[config.mk]
export PLATFORM = sky130hd
export DESIGN_NAME = stream_mux_rr
export DESIGN_NICKNAME = d
export VERILOG_FILES = /design/src/rtl/stream_pkg.sv /design/src/rtl/rr_arbiter.sv /design/src/rtl/stream_mux_rr.sv
export SDC_FILE = /design/constraint.sdc
export NUM_CORES = 1
export LEC_CHECK = 0
export ABC_AREA = 1
export CAP_MARGIN = 25
export CELL_PAD_IN_SITES_DETAIL_PLACEMENT = 0
export CELL_PAD_IN_SITES_GLOBAL_PLACEMENT = 1
export CORE_MARGIN = 2
export CORE_UTILIZATION = 30
export CTS_BUF_LIST = sky130_fd_sc_hd__clkbuf_8
export DETAILED_ROUTE_END_ITERATION = 10
export GPL_TIMING_DRIVEN = 0
export MAX_ROUTING_LAYER = met4
export PLACE_DENSITY_LB_ADDON = 0.1
export RECOVER_POWER = 25
export SLEW_MARGIN = 20
export SYNTH_ARGS = -nofsm -noshare
export SYNTH_HDL_FRONTEND = slang
export SYNTH_SLANG_ARGS = --single-unit
[constraint.sdc]
create_clock -name clk -period 5.36 [get_ports clk]
set_clock_uncertainty 0.2 [all_clocks]
set_input_delay 0.536 -clock clk [delete_from_list [all_inputs] [get_ports clk]]
set_output_delay 0.536 -clock clk [all_outputs]
set_load 0.02 [all_outputs]
[src/rtl/stream_pkg.sv]
// Shared helpers for the stream merge/split blocks.
package stream_pkg;

  // Index width that never collapses to zero bits (N=1 still gets a 1-bit select).
  function automatic int clog2_min1(input int n);
    return (n <= 1) ? 1 : $clog2(n);
  endfunction

endpackage

[src/rtl/rr_arbiter.sv]
// Round-robin arbiter: first requester after the last winner, wrapping.
module rr_arbiter
  import stream_pkg::*;
#(
  parameter  int N     = 4,
  localparam int SEL_W = clog2_min1(N)
) (
  input  logic             clk,
  input  logic             rst,
  input  logic [N-1:0]     req,
  input  logic             advance,
  output logic [N-1:0]     grant_onehot,
  output logic [SEL_W-1:0] grant_idx
);

  logic [SEL_W-1:0] last;
  logic             found;
  int               j;

  always_comb begin
    grant_onehot = '0;
    grant_idx    = '0;
    found        = 1'b0;
    j            = 0;
    for (int i = 1; i <= N; i++) begin
      j = int'(last) + i;
      if (j >= N) j = j - N;
      if (!found && req[j]) begin
        found           = 1'b1;
        grant_onehot[j] = 1'b1;
        grant_idx       = SEL_W'(j);
      end
    end
  end

  // Resetting to N-1 gives source 0 first priority.
  always_ff @(posedge clk) begin
    if (rst)          last <= SEL_W'(N - 1);
    else if (advance) last <= grant_idx;
  end

endmodule

[src/rtl/stream_mux_rr.sv]
// N:1 registered stream mux with round-robin arbitration; tags each word with its source index.
module stream_mux_rr
  import stream_pkg::*;
#(
  parameter  int N     = 4,
  parameter  int WIDTH = 8,
  localparam int SEL_W = clog2_min1(N)
) (
  input  logic                 clk,
  input  logic                 rst,
  input  logic [N-1:0]         in_valid,
  input  logic [N*WIDTH-1:0]   in_data,
  output logic [N-1:0]         in_ready,
  output logic                 out_valid,
  output logic [WIDTH-1:0]     out_data,
  output logic [SEL_W-1:0]     out_sel,
  input  logic                 out_ready
);

  logic             load;
  logic             any_req;
  logic [N-1:0]     grant_onehot;
  logic [SEL_W-1:0] grant_idx;
  logic [WIDTH-1:0] sel_data;

  assign load    = !out_valid || out_ready;
  assign any_req = |in_valid;

  rr_arbiter #(.N(N)) u_arb (
    .clk          (clk),
    .rst          (rst),
    .req          (in_valid),
    .advance      (load && any_req),
    .grant_onehot (grant_onehot),
    .grant_idx    (grant_idx)
  );

  assign in_ready = (rst || !load) ? '0 : grant_onehot;

  // AND-OR select off the one-hot grant; avoids a variable part-select.
  always_comb begin
    sel_data = '0;
    for (int k = 0; k < N; k++)
      if (grant_onehot[k]) sel_data = sel_data | in_data[k*WIDTH +: WIDTH];
  end

  always_ff @(posedge clk) begin
    if (rst) begin
      out_valid <= 1'b0;
      out_data  <= '0;
      out_sel   <= '0;
    end else if (load) begin
      if (any_req) begin
        out_valid <= 1'b1;
        out_data  <= sel_data;
        out_sel   <= grant_idx;
      end else begin
        out_valid <= 1'b0;
      end
    end
  end

endmodule

==> results.yml <==
cells_and_area:
  n_fill_cell: 402
  layout-drive-gt1-share_pct: 15.5
  multiInputGateArea_um2: 846
  seq_area_um2: 260
  final_core_util_pct: 48.7
  nets: 278
  antenna_cells: 0
  syn_to_final_growth_pct: 54.7
clock_network:
  clock_latency_ns: 0.24
  postCtsSetupRepairBufs: 0
  ctsRootBufferMaster: "clkbuf_8"
  cts_buffers: 3
  clkSlewWorstSetupHoldPaths_ns: 0.05
  hold_buffers: 0
  cts_max_level: 1
  cts_tree: "built"
  cts_resized: 0
  clock_path_buffers: 2
  clock-sinks: 13
detailed_routing:
  vias: 1310
  drt_pre_antenna_iters: 4
  routed_wl_um: 3380
  avgViaCountPerCell: 4.68
  antenna_left: 0
  drt_iter0_markers: 49
  wl_per_cell_um: 12.1
  drcViolationCount: 0
pwr:
  max-vdd-ir-drop_mv: 0.274
  power_density_mw_per_mm2: 545
  p_total_mw: 0.979
  leakagePower_nw: 0.810
timing:
  finalHoldWorstSlack_ns: 0.264
  setup_viol: 0
  hold_viol: 0
  slew_headroom_pct: 72.8
  rsz0062_at_grt: "no"
  worst_pin_slew_ns: 0.407
  slew_violations: 0
  timing.fmax_mhz: 272
  setup_tns_ns: 0
  post-route-period-util_pct: 68.6
  min_period_ns: 3.68
placement:
  hpwl_um: 2790
  port-buffer-count: 53
  gpl.final_weighted_congestion: 0.803
floorplan:
  die_h_um: 66.2
  coreArea_mm2: 0.00369
  die_w_um: 66.2
  io-pin-count: 54
  initial_core_util_pct: 31.5
  num_rows: 22
  die-area_mm2: 0.00438
logic_synthesis:
  synth_fa_ha_area_share_pct: 6.47
  synth_nets: 220
  ys_seq_area_share_pct: 22.4
  synth_warnings: 0
  synthMuxAreaShare_pct: 0
  synth_xor_area_share_pct: 0
  syn_avg_cell_area_um2: 6.63
  syn_area_mm2: 0.00116
  syn-instance-count: 175
  synth-simple-area-share_pct: 51.2
  synth_compound_area_share_pct: 15.2
  synth_seq_cells: 13
  synth_top_family_by_area: "simple AND/OR/NAND/NOR gates"
  yosysUniqueCellTypes: 24
critical_path:
  cp.arrival_ns: 2.94
  worstSetupEndpointType: "output pin"
  critPathKind: "flip-flop to output pin"
  required_ns: 4.62
  cp-start-kind: "flip-flop"
  crit_fanout: 10
global_route:
  grt_overflow_total: 0
  grt_pass1_wl_um: 5620
  grt_max_degree: 11
  grt_usage_pct: 16.8
  antenna_found_initial: 0
  grt_pass1_vias: 1277
hold_path:
  hold_path_class: "flip-flop to flip-flop"
run:
  cap_viol_max_count: 0
status:
  status: "finished, final reports clean"
==> kinds of logic after synthesis <==
logic type,count (synthesis)
AND/OR/NAND/NOR,115
AO/OA/AOI/OAI,27
buffers and inverters,14
flip-flops,13
adder cells (fa/ha/maj),6
==> cell type report <==
type	count	share of cell area [%]
multi-input cells	148	47.1
repair buffers	53	29.5
flip-flops and latches	13	14.5
well taps	48	3.34
inverters	12	2.65
clock buffers	3	2.30
plain buffers	2	0.418
clock inverters	1	0.209
==> Yosys cell counts <==
cell / number / area, µm²
inv_1: 8 / 30.0
clkbuf_1: 2 / 7.51
nand2_1: 56 / 210
inv_2: 2 / 7.51
nand2_2: 10 / 62.6
nor2_1: 19 / 71.3
dfxtp_1: 13 / 260
o21ai_0: 9 / 45.0
clkinv_1: 1 / 3.75
nand4_1: 2 / 12.5
nand3_2: 11 / 110
a31oi_1: 4 / 25.0
ha_1: 6 / 75.1
a21boi_0: 4 / 30.0
o31ai_1: 1 / 7.51
nand2_4: 1 / 11.3
o211ai_1: 2 / 15.0
inv_4: 1 / 6.26
a21oi_1: 2 / 10.0
nor2_4: 1 / 11.3
nor2_8: 2 / 40.0
a21oi_2: 5 / 43.8
nand3_1: 12 / 60.1
nor3_1: 1 / 5.00
==> flip-flops by register name (all words and copies together), names as in the netlist <==
| name | count |
|---|---|
| out_data | 8 |
| out_sel | 2 |
| u_arb.last | 2 |
| out_valid | 1 |
==> cells in the final DEF (no fill, tap or decap) <==
cell type	Yosys	final
clkdlybuf4s50_1	0	46
inv_1	8	9
dlygate4sd3_1	0	7
clkbuf_8	0	3
clkbuf_1	2	2
nor2_1	19	19
nand4_1	2	2
o31ai_1	1	1
a21oi_1	2	2
inv_4	1	1
a31oi_1	4	4
nand2_2	10	10
o21ai_0	9	9
inv_2	2	2
a21oi_2	5	5
nor2_8	2	2
ha_1	6	6
clkinv_1	1	1
a21boi_0	4	4
dfxtp_1	13	13
nand2_4	1	1
nand3_2	11	11
o211ai_1	2	2
nand2_1	56	56
nor3_1	1	1
nand3_1	12	12
nor2_4	1	1
==> worst paths after layout <==
check	slack [ns]	from	cells after the start	to
setup / recovery	1.68	u_arb.last[0]$_SDFFE_PP1P_	9	in_ready[0]
hold / removal	0.26	out_sel[0]$_SDFFE_PP0P_	2	out_sel[0]$_SDFFE_PP0P_
hold reg to reg	0.26	out_sel[0]$_SDFFE_PP0P_	2	out_sel[0]$_SDFFE_PP0P_
setup reg to reg	2.74	u_arb.last[0]$_SDFFE_PP1P_	12	out_data[3]$_SDFFE_PP0P_
==> where the power goes <==
group	switching, mW	internal, mW	leakage (nW)
clock	0.0331	0.0505	0.0269
combinational	0.454	0.268	0.675
sequential	0.0338	0.139	0.108
==> worst max-delay path, cell delays in order (launching register included) <==
cell	delay, ns
dfxtp_1	0.56
inv_2	0.20
ha_1	0.39
inv_1	0.10
nand3_1	0.09
nand2_1	0.13
nor2_8	0.19
nand3_2	0.10
a31oi_1	0.28
clkdlybuf4s50_1	0.67
==> routing by layer <==
layer  vias up  wire [µm]  track usage [%]
met1       576       1630             22.0
li1        690          -                -
met4         0         40             6.12
met5         -          0                -
met3         5        175             1.87
met2        39       1530             26.6
==> through the flow <==
stage / setup WS [ns] / instance area [µm²] / cells
finish: 1.68 / 1800 / 280
global route: 1.53 / 1800 / 280
CTS: 1.68 / 1800 / 280
detailed placement: 1.99 / 1750 / 276
global placement: 2.10 / 1750 / 276
floorplan: 2.73 / 1160 / 175
Note: power is estimated with default switching activity, not from simulation.
